$ cat config.mk
export PLATFORM = sky130hd
export DESIGN_NAME = booth_sequential_multiplier
export DESIGN_NICKNAME = d
export VERILOG_FILES = /design/src/rtl/mul_pkg.sv /design/src/rtl/booth_add_sub.sv /design/src/rtl/booth_sequential_multiplier.sv
export SDC_FILE = /design/constraint.sdc
export NUM_CORES = 1
export LEC_CHECK = 0
export BUFFER_PORTS_ARGS = -buffer_cell sky130_fd_sc_hd__buf_2
export CAP_MARGIN = 15
export CORE_AREA = 2 2 152 154
export DETAILED_ROUTE_END_ITERATION = 8
export DIE_AREA = 0 0 154 156
export SYNTH_ARGS = -nofsm -noshare
export SYNTH_HDL_FRONTEND = slang
export SYNTH_HIERARCHICAL = 1
export SYNTH_SLANG_ARGS = --single-unit
$ cat constraint.sdc
create_clock -name clk -period 13.53 [get_ports clk]
set_input_delay 0.6765 -clock clk [delete_from_list [all_inputs] [get_ports clk]]
set_output_delay 0.6765 -clock clk [all_outputs]
set_load 0.005 [all_outputs]
$ cat src/rtl/mul_pkg.sv
// Shared types and constants for the sequential Booth multiplier.
// Holds the FSM state enum, the Booth op recoding and the count width.
package mul_pkg;

   localparam int MUL_BITS = 32;
   localparam int COUNT_W  = $clog2(MUL_BITS + 1);

   typedef enum logic [1:0] {
      IDLE,
      RUN,
      DONE
   } mul_state_t;

   typedef enum logic [1:0] {
      OP_NOP,
      OP_ADD,
      OP_SUB
   } booth_op_t;

   // Radix-2 Booth recoding of the {Q[0], q_m1} pair.
   function automatic booth_op_t booth_decode(
      input logic q0,
      input logic qm1
   );
      booth_op_t op;
      op = OP_NOP;
      unique case ({q0, qm1})
         2'b01:   op = OP_ADD;
         2'b10:   op = OP_SUB;
         default: op = OP_NOP;
      endcase
      return op;
   endfunction

endpackage

$ cat src/rtl/booth_add_sub.sv
// BITS-wide add/subtract: 4-bit lookahead groups, carries rippling between
// groups. Ports: a, b operands; sub inverts b and sets carry-in; sum; ovf.
module booth_add_sub #(
   parameter int BITS = 32
) (
   input  logic [BITS-1:0] a,
   input  logic [BITS-1:0] b,
   input  logic            sub,
   output logic [BITS-1:0] sum,
   output logic            ovf
);

   localparam int GRP = 4;

   logic [BITS-1:0] bx;
   logic [BITS-1:0] g;
   logic [BITS-1:0] p;
   logic [BITS:0]   carry;

   assign bx = sub ? ~b : b;
   assign g  = a & bx;
   assign p  = a ^ bx;

   // Each carry is formed from the generate/propagate terms of its own
   // group plus that group's carry-in.
   always_comb begin
      logic [BITS:0] cv;
      logic          acc;
      logic          pp;
      int            base;
      cv    = '0;
      cv[0] = sub;
      acc   = 1'b0;
      pp    = 1'b1;
      base  = 0;
      for (int i = 0; i < BITS; i++) begin
         base = (i / GRP) * GRP;
         acc  = 1'b0;
         pp   = 1'b1;
         for (int j = GRP - 1; j >= 0; j--) begin
            if (base + j <= i) begin
               acc = acc | (g[base+j] & pp);
               pp  = pp & p[base+j];
            end
         end
         cv[i+1] = acc | (pp & cv[base]);
      end
      carry = cv;
   end

   assign sum = p ^ carry[BITS-1:0];
   // Signed overflow: carry into the MSB differs from carry out of it.
   assign ovf = carry[BITS] ^ carry[BITS-1];

endmodule

$ cat src/rtl/booth_sequential_multiplier.sv
// Radix-2 Booth sequential multiplier, signed BITS x BITS -> 2*BITS.
// Ports: clk; clr (async, active-high); start; multiplicand; multiplier;
// busy (RUN); done (1-cycle pulse); product_hi/product_lo (registered).
// Option: MUL_ZERO_BYPASS_EN -- a zero operand skips RUN, done next cycle.
module booth_sequential_multiplier
   import mul_pkg::*;
#(
   parameter int BITS = MUL_BITS
) (
   input  logic            clk,
   input  logic            clr,
   input  logic            start,
   input  logic [BITS-1:0] multiplicand,
   input  logic [BITS-1:0] multiplier,
   output logic            busy,
   output logic            done,
   output logic [BITS-1:0] product_hi,
   output logic [BITS-1:0] product_lo
);

   localparam int CW = $clog2(BITS + 1);

   mul_state_t state_q;
   mul_state_t state_d;

   logic [BITS-1:0] m_q;
   logic [BITS-1:0] a_q;
   logic [BITS-1:0] q_q;
   logic            qm1_q;
   logic [CW-1:0]   cnt_q;

   logic            load;
   logic            step;
   logic            zload;
   logic            last;
   logic            bypass;

   booth_op_t       op;
   logic [BITS-1:0] sum;
   logic            ovf;
   logic [BITS-1:0] a_mid;
   logic            msb_in;
   logic [BITS-1:0] a_nxt;
   logic [BITS-1:0] q_nxt;

`ifdef MUL_ZERO_BYPASS_EN
   logic zero_op;
   assign zero_op = (multiplicand == '0) || (multiplier == '0);
   assign bypass  = zero_op;
`else
   assign bypass  = 1'b0;
`endif

   assign last = (cnt_q == CW'(1));

   always_ff @(posedge clk or posedge clr) begin
      if (clr) begin
         state_q <= IDLE;
      end else begin
         state_q <= state_d;
      end
   end

   always_comb begin
      state_d = state_q;
      load    = 1'b0;
      step    = 1'b0;
      zload   = 1'b0;
      unique case (state_q)
         IDLE: begin
            if (start) begin
               if (bypass) begin
                  state_d = DONE;
                  zload   = 1'b1;
               end else begin
                  state_d = RUN;
                  load    = 1'b1;
               end
            end
         end
         RUN: begin
            step = 1'b1;
            if (last) begin
               state_d = DONE;
            end
         end
         DONE: begin
            state_d = IDLE;
         end
         default: begin
            state_d = IDLE;
         end
      endcase
   end

   assign op = booth_decode(q_q[0], qm1_q);

   booth_add_sub #(
      .BITS (BITS)
   ) u_add_sub (
      .a   (a_q),
      .b   (m_q),
      .sub (op == OP_SUB),
      .sum (sum),
      .ovf (ovf)
   );

   // The shift uses the sign of the true (BITS+1)-bit sum, so an add/sub
   // that overflows BITS (e.g. subtracting the most-negative M) still
   // shifts in the right sign and A never needs an extra bit.
   always_comb begin
      a_mid  = a_q;
      msb_in = a_q[BITS-1];
      if (op != OP_NOP) begin
         a_mid  = sum;
         msb_in = sum[BITS-1] ^ ovf;
      end
      a_nxt = {msb_in, a_mid[BITS-1:1]};
      q_nxt = {a_mid[0], q_q[BITS-1:1]};
   end

   always_ff @(posedge clk or posedge clr) begin
      if (clr) begin
         m_q        <= '0;
         a_q        <= '0;
         q_q        <= '0;
         qm1_q      <= 1'b0;
         cnt_q      <= '0;
         product_hi <= '0;
         product_lo <= '0;
      end else begin
         if (load) begin
            m_q   <= multiplicand;
            a_q   <= '0;
            q_q   <= multiplier;
            qm1_q <= 1'b0;
            cnt_q <= CW'(BITS);
         end else if (step) begin
            a_q   <= a_nxt;
            q_q   <= q_nxt;
            qm1_q <= q_q[0];
            cnt_q <= cnt_q - CW'(1);
            if (last) begin
               product_hi <= a_nxt;
               product_lo <= q_nxt;
            end
         end
         if (zload) begin
            product_hi <= '0;
            product_lo <= '0;
         end
      end
   end

   assign busy = (state_q == RUN);
   assign done = (state_q == DONE);

endmodule

# Yosys cells after proc, flatten, opt, wreduce, memory -nomap -nowiden
# Index checks and enable logic that the tools add are counted.
dict set report word_totals {
  elab_cells 255
  input_bits 67
  ff_bits 169
}
dict set report op_classes {
  n_mux 18
  eq_ne 8
  n_reduce_logical 5
  bitwise 215
  add_sub_neg 1
}
# op count
set op_table {}
lappend op_table {{$mux 32} 6}
lappend op_table {{$and 1x1->1} 128}
lappend op_table {{$or 1x1->1} 80}
lappend op_table {{$xor 32x32->32} 2}
lappend op_table {{$and 32x32->32} 1}
lappend op_table {{$not 32->32} 1}
lappend op_table {{$mux 6} 2}
lappend op_table {{$pmux 2 s2} 2}
lappend op_table {{$eq 2x2->1 const B} 3}
lappend op_table {{$eq 6x1->1 const B} 1}
lappend op_table {{$mux 1} 6}
lappend op_table {{$sub 6x1->6 const B} 1}
lappend op_table {{$eq 2x1->1 const B} 2}
lappend op_table {{$mux 2} 2}
lappend op_table {{$reduce_bool 2->1} 2}
lappend op_table {{$reduce_and 3->1} 1}
lappend op_table {{$logic_not 2->1} 1}
lappend op_table {{$ne 2x1->1 const B} 1}
lappend op_table {{$ne 2x2->1 const B} 1}
lappend op_table {{$reduce_and 2->1} 1}
lappend op_table {{$xor 1x1->1} 2}
lappend op_table {{$not 1->1} 1}

# Longest topological paths before layout
# Gate-level depths: netlist of the first run.
dict set report depth {
  ltp_word 29
  mapped_depth 18
}

# Hierarchy
# Netlist of the first run, hierarchy kept.
# mod cells_per_inst instances area_each_um2 seq_area_each_um2
set by_module_without_submodules {}
lappend by_module_without_submodules {booth_sequential_multiplier 561 1 7108.1 4229.1}
lappend by_module_without_submodules {booth_add_sub 220 1 1745.4 0.0}

# Worst setup path before layout of the first run
# Ideal clock, no wire load.
dict set report synth_timing {
  path_type {register -> register}
  startpoint {register qm1_q}
  endpoint {register product_hi[31]}
  n_path_buf 2
  arrival_time_ps 3639
  setup_ps 125
  required_time_ps 13405
  stages_incl_launch_ff 18
  setup_slack_ps 9766
  path_cell_list {dfrtp_1 inv_1 ha_1 buf_6 clkbuf_1 xor2_1 ha_1 and4_4 and3_1 a32oi_2 a21oi_2 a21oi_4 a211oi_2 o31a_4 mux2_4 xnor2_1 o21ai_0 mux2_2}
}
dict set report synth_between {
  elab_chain_len 27
  word_cells_on_any_way 108
  cone_classes {3 x eq/ne; 3 x mux; 101 x bitwise; 1 x reduce/logical}
}
# element line_no
set synth_rtl {}
lappend synth_rtl {{start, declared} booth_sequential_multiplier.sv:29} ;# logic qm1_q;
lappend synth_rtl {{start signal, assigned} booth_sequential_multiplier.sv:141} ;# qm1_q <= q_q[0];
lappend synth_rtl {{$eq 2x2->1 or $eq 2x1->1 (tied branches)} mul_pkg.sv:27} ;# unique case ({q0, qm1})
lappend synth_rtl {{$pmux 2 s2 *} mul_pkg.sv:27}
lappend synth_rtl {{$eq 2x2->1 *} booth_sequential_multiplier.sv:103} ;# .sub (op == OP_SUB),
lappend synth_rtl {{$mux 32} booth_add_sub.sv:20} ;# assign bx = sub ? ~b : b;
lappend synth_rtl {{$and 32x32->32 or $xor 32x32->32 (tied branches)} {booth_add_sub.sv:21, booth_add_sub.sv:22}}
lappend synth_rtl {{$and 1x1->1, on equally long branches} {booth_add_sub.sv:42, booth_add_sub.sv:43}}
lappend synth_rtl {{$or 1x1->1 (tied with other cells) (2 in series)} booth_add_sub.sv:42} ;# acc = acc | (g[base+j] & pp);
lappend synth_rtl {{$or 1x1->1 or $and 1x1->1 (tied branches)} {booth_add_sub.sv:42, booth_add_sub.sv:46}}
lappend synth_rtl {{[... 11 more ...]} -}
lappend synth_rtl {{$and 1x1->1} booth_add_sub.sv:46} ;# cv[i+1] = acc | (pp & cv[base]);
lappend synth_rtl {{$or 1x1->1} booth_add_sub.sv:46}
lappend synth_rtl {{$and 1x1->1} booth_add_sub.sv:46}
lappend synth_rtl {{$or 1x1->1} booth_add_sub.sv:46}
lappend synth_rtl {{$xor 1x1->1 *} booth_add_sub.sv:53} ;# assign ovf = carry[BITS] ^ carry[BITS-1];
lappend synth_rtl {{net ovf} booth_sequential_multiplier.sv:40} ;# logic ovf;
lappend synth_rtl {{$xor 1x1->1 *} booth_sequential_multiplier.sv:116} ;# msb_in = sum[BITS-1] ^ ovf;
lappend synth_rtl {{$mux 1 *} booth_sequential_multiplier.sv:114} ;# if (op != OP_NOP) begin
lappend synth_rtl {{end signal, assigned} booth_sequential_multiplier.sv:144} ;# product_hi <= a_nxt;
lappend synth_rtl {{end, declared} booth_sequential_multiplier.sv:17} ;# output logic [BITS-1:0] product_hi,
# The timed path passes the listed nets; every way through them passes the cells marked *.
# A chain may end at the register's enable or synchronous reset.

# Final worst setup path of the first run
# Same ends and word-level chain as after synthesis.

==> results.cfg, run 1 <==
[sta]
fin_crit_sh_pct = 29.7
worstMarginPinSlew_ns = 1.07
maxSlewViolCount = 0
rsz0062_at_grt = false
whs_ns = 0.364
worst_clock_skew_ns = 0.0151
relSlewSlack_pct = 28.9
period_needed_ns = 4.02
hold_violations = 0
max_freq_mhz = 249
tns_ns = 0
finalSetupViolCount = 0

[min_path]
hold_path_class = in -> async

[clock_tree]
cts_repair_resize_count = 0
postCtsSetupRepairBufs = 0
cts.sinks = 169
path_clk_slew_ns = 0.08
max-clock-path-buffers = 2
h-tree-depth = 4
cts_tree = built
numCtsBuffers = 17
root_buffer = clkbuf_16
cts_hold_buffers = 0
clock_latency_ns = 0.43

[worst_setup_path]
path_cells = inv_1, ha_2, buf_4, xor2_1, ha_1, a211oi_4, nor4_2, o21ai_2, a21oi_2, a21oi_4, a211oi_2, o31a_4, mux2_4, xnor2_1, o21ai_0, mux2_2
max_stage_delay_ns = 0.48
cp-end-kind = register
critPathRequiredTime_ns = 13.84
cp_max_fo = 36
startpoint_type = register
crit_type = reg -> reg
critPathTopFamily = compound AO/OA/AOI/OAI gates
crit_slowest_cell = buf_4
critPathBufInv = 2
crit_arrival_ns = 4.33

[global_routing]
grt_max_degree = 93
grt_pass1_wl_mm = 32.2
grt_overflow = 0
grt_pass1_vias = 6259
antenna_found_initial = 2
track_usage_pct = 16.7

[logic_synthesis]
syn_area_per_cell_um2 = 11.3
ys_ff_latch = 169
synthTopCellsByCount = dfrtp_1, nand2_1, o21ai_0
ys_seq_area_share_pct = 47.8
async_flop_share_pct = 100
yosysMostFrequentCell = dfrtp_1
synthFlopType = dfrtp_1
ys_top_cells_by_area = dfrtp_1, mux2i_1, ha_1
synth_top_cell_by_area = dfrtp_1
yosys_warnings = 6
netlist.area_leader.share_pct = 47.8
syn_inst = 781
synthesis.nets = 890
synth_edf_count = 0
synth_area_um2 = 8850
synth_cell_type_count = 52

[place]
place_congestion = 0.793
placement.cell_area_um2 = 9740
dp_hpwl_mm = 12.8
portBuffers = 132

[power_and_ir_drop]
sw_frac_of_total_pct = 42.0
p_comb_share_pct = 56.6
p_int_mw = 1.88
power_mw = 3.24
leakagePower_nw = 5.32
clkPwrFrac_pct = 14.9
p_per_area_nw_per_um2 = 314
vdd_drop_max_mv = 0.138
switchingPower_mw = 1.36
power_frac_seq_pct = 28.6

[routing]
avgRoutedWirePerCell_um = 16.1
vias = 6049
dr.pass1.iters = 4
drc = 0
viasPerCell = 5.05
routed_wl_mm = 19.3
drt_iter0_drc = 197
postRouteAntennaNets = 0

[final_layout]
drive_above_1_share_pct = 26.3
design_area_um2 = 10300
area.growth.synth_to_final_pct = 16.5
utilization_pct = 46.1
num_antenna_cells = 0
final_net_count = 1010

[die]
initial_core_util_pct = 39.6
die_area_um2 = 24000
placementRows = 55
pin_count = 133
die_h_um = 156
fp.dieW_um = 154
core_um2 = 22400

[status]
status = complete, no violations

[run]
max_cap_viol_count = 0
==> worst register-to-register path, stage by stage (launching register included) <==
cell,delay [ns]
dfrtp_1,0.38
inv_1,0.06
ha_2,0.15
buf_4,0.48
xor2_1,0.15
ha_1,0.40
a211oi_4,0.09
nor4_2,0.40
o21ai_2,0.12
a21oi_2,0.28
a21oi_4,0.12
a211oi_2,0.26
o31a_4,0.19
mux2_4,0.29
xnor2_1,0.12
o21ai_0,0.11
mux2_2,0.31
==> final cells by class <==
type,instances,area (µm²)
flip-flops and latches,169,4230
clock inverters,15,155
inverters,59,226
repair buffers,142,736
fillers,2110,12000
well taps,285,357
clock buffers,17,425
multi-input cells,512,4190
==> cell usage in the layout, fill, tap and decap left out, types with 6 or more instances in the layout <==
cell type  instances
dfrtp_1          169
buf_2            132
nand2_1           70
o21ai_0           66
inv_1             57
mux2i_1           56
xor2_1            38
ha_1              34
a22oi_1           31
mux2_1            29
mux2_4            27
a21oi_1           27
mux2_2            21
xnor2_1           18
clkbuf_16         17
nor2_1            13
buf_4             10
nor2b_1            9
a22o_1             7
fa_1               7
nand3_1            6
==> layer usage <==
metal | track usage [%] | up-vias | wire length [µm]
met4 | 4.01 | 4 | 158
met3 | 5.00 | 17 | 1160
met5 | 0 | - | 27
met1 | 22.3 | 2955 | 8980
li1 | - | 2939 | -
met2 | 26.9 | 134 | 8990
==> power by group through the flow <==
stage / registers [mW] / logic, mW / clock network, mW
floorplan: 0.899 / 1.45 / 0
global placement: 0.935 / 1.81 / 0
detailed placement: 0.936 / 1.85 / 0
CTS: 0.930 / 1.86 / 0.495
global route: 0.961 / 2.09 / 0.516
finish: 0.927 / 1.83 / 0.481
==> cell families (layout without fill, tap and decap cells) <==
logic type | after synthesis | after routing | synth area share [%]
adders and majority gates | 42 | 42 | 6.53
DFF | 169 | 169 | 47.8
buffers and inverters | 100 | 233 | 5.12
AOI/OAI and AO/OA | 161 | 161 | 11.6
xor gates and xnor gates | 56 | 56 | 5.54
and+or+nand+nor | 120 | 120 | 6.20
muxes | 133 | 133 | 17.3
==> metrics by stage <==
stage,std cells,worst slack (ns)
floorplan,781,8.28
global placement,1167,9.56
detailed placement,1167,9.47
CTS,1199,9.46
global route,1199,9.19
finish,1199,9.51
==> flip-flops by register name, indices dropped and copies added, names as in the netlist <==
register and cells:
cnt_q 6, state_q 2, a_q 32, m_q 32, qm1_q 1, product_lo 32
q_q 32, product_hi 32
==> path summary, 6_finish.rpt <==
kind                             startpoint             end  slack (ns)  depth (start not counted)
hold / removal                          clr  product_lo[19]        0.36                          2
min in group clk           multiplicand[29]         m_q[29]        0.45                          2
max in group asynchronous               clr  product_hi[17]       11.54                          3
setup / recovery                      qm1_q  product_hi[31]        9.51                         16
setup reg to reg                      qm1_q  product_hi[31]        9.51                         16
hold reg to reg              product_lo[20]  product_lo[20]        0.49                          1
(Power assumes the default switching activity.)
==> run 2, diff against run 1 <==
==> constraint.sdc (replaced) <==
create_clock -name clk -period 3.6 [get_ports clk]
set_input_delay 0.18 -clock clk [delete_from_list [all_inputs] [get_ports clk]]
set_output_delay 0.18 -clock clk [all_outputs]
set_load 0.005 [all_outputs]
==> run 2 against run 1 <==
Clock skew barely moved. Global-route usage is 0.14 points higher. Fmax increased by 15%. Die area did not move. Largest cell class is now multi-input combinational cells.
==> results.cfg, run 2 (same netlist as run 1, synthesis figures left out) <==
[status]
status = complete, no violations

[die]
pin_count = 133
initial_core_util_pct = 39.6
die_area_um2 = 24000
core_um2 = 22400
die_h_um = 156
fp.dieW_um = 154
placementRows = 55

[clock_tree]
cts_tree = built
h-tree-depth = 4
path_clk_slew_ns = 0.07
max-clock-path-buffers = 2
cts.sinks = 169
clock_latency_ns = 0.44
root_buffer = clkbuf_16
numCtsBuffers = 17

[routing]
postRouteAntennaNets = 0
routed_wl_mm = 20.1
vias = 6357
dr.pass1.iters = 4
drc = 0
viasPerCell = 5.02
drt_iter0_drc = 264
avgRoutedWirePerCell_um = 15.8

[global_routing]
grt_overflow = 0
grt_pass1_vias = 6294
track_usage_pct = 16.9
grt_max_degree = 94
grt_pass1_wl_mm = 32.5
antenna_found_initial = 2

[sta]
whs_ns = 0.0150
period_needed_ns = 3.49
fin_ws_ns = 0.106
rsz0062_at_grt = true
worstMarginPinSlew_ns = 0.876
worst_clock_skew_ns = 0.0149
max_freq_mhz = 286
finalSetupViolCount = 0
tns_ns = 0
fin_crit_sh_pct = 97.1
maxSlewViolCount = 0
relSlewSlack_pct = 41.6
hold_violations = 0

[worst_setup_path]
startpoint_type = register
critPathBufInv = 3
crit_start = q_q[0]
cp_common_cell = a21oi_4
crit_arrival_ns = 3.78
r2r-start = q_q[0]
max_stage_delay_ns = 0.47
crit_slowest_cell = fa_1
path_cells = ha_4, buf_12, xor2_1, ha_1, nand3_2, nor4_4, o21ai_2, a21oi_2, a21oi_4, buf_6, a21oi_4, o21a_1, nor2_1, fa_1, inv_1, mux2i_2, mux2i_1
cp_max_fo = 8
critPathRequiredTime_ns = 3.88
cp-end-kind = register
crit_type = reg -> reg
critPathTopFamily = adder cells

[run]
max_cap_viol_count = 0

[power_and_ir_drop]
p_per_area_nw_per_um2 = 1190
vdd_drop_max_mv = 0.421
clkPwrFrac_pct = 14.3
sw_frac_of_total_pct = 41.4
power_frac_seq_pct = 26.5
switchingPower_mw = 5.45
p_comb_share_pct = 59.2
p_int_mw = 7.73
leakagePower_nw = 5.66

[min_path]
min_from = multiplier[11]
hold_path_class = in -> reg

[place]
dp_hpwl_mm = 13.1
place_ws_ns = -0.0604
placement.cell_area_um2 = 9900
portBuffers = 132
place_congestion = 0.785

[final_layout]
multiInputGateArea_um2 = 4260
utilization_pct = 49.4
layout_commonest_cell = dfrtp_1
design_area_um2 = 11100
final_net_count = 1078
fillers = 2025
ff_latch_area_um2 = 4230
num_antenna_cells = 0
drive_above_1_share_pct = 28.7
area.growth.synth_to_final_pct = 24.9
layout_common_cells = dfrtp_1, buf_2, nand2_1
==> run 2: area by class of cell <==
cell class / instances / area share, %
clock inverters: 15 / 1.57
flip-flops and latches: 169 / 38.3
well taps: 285 / 3.23
repair buffers: 210 / 12.5
inverters: 59 / 2.04
multi-input cells: 512 / 38.5
clock buffers: 17 / 3.85
==> run 2: worst paths after layout <==
| path | endpoint | slack, ns | cells past startpoint |
|---|---|---|---|
| worst max-delay path | product_hi[27] | 0.11 | 17 |
| worst min-delay path | q_q[11] | 0.02 | 3 |
| worst max register to register | product_hi[27] | 0.11 | 17 |
| worst min register to register | product_lo[19] | 0.49 | 1 |
| max in group asynchronous | product_hi[16] | 2.18 | 4 |
| min in group asynchronous | product_lo[18] | 0.31 | 3 |
==> run 2: stage by stage <==
stage | total power, mW | instances
final | 13.2 | 1267
after global routing | 14.3 | 1267
after CTS | 12.8 | 1256
after detailed placement | 10.8 | 1186
after global placement | 10.6 | 1186
after floorplan | 8.84 | 781
==> run 2: timing repair <==
item / 4_1_cts / 5_1_grt
pin swaps: 5 / 15
endpoints found under the hold margin: 53 / 0
hold buffers: 35 / 0
cloned: 0 / 1
resized for setup: 3 / 19
buffers inserted: 3 / 10
endpoints found under the setup margin: 4 / 12
==> run 2: power groups by stage <==
stage | Sequential, mW | Combinational, mW | Clock, mW
after floorplan | 3.38 | 5.46 | 0
after global placement | 3.52 | 7.10 | 0
after detailed placement | 3.52 | 7.23 | 0
after CTS | 3.50 | 7.42 | 1.93
after global routing | 3.62 | 8.68 | 2.01
final | 3.49 | 7.80 | 1.88
==> run 2: layer usage <==
metal	GRT usage [%]	vias up	part of all wire, %
met5	0	-	0.065
met4	3.52	2	1.1
met3	6.03	23	6.1
met2	27.0	134	47
met1	22.2	3115	46
li1	-	3083	-
==> run 2: worst reg2reg max path: cells and delay by family, from the launching register on <==
| family | cells | cell delay, ns |
|---|---|---|
| adder cells (fa/ha/maj) | 3 | 1.02 |
| flip-flops | 1 | 0.42 |
| AND/OR/NAND/NOR | 3 | 0.47 |
| buffers and inverters | 3 | 0.32 |
| AO/OA/AOI/OAI | 5 | 0.69 |
| XOR/XNOR | 1 | 0.16 |
| multiplexers | 2 | 0.26 |
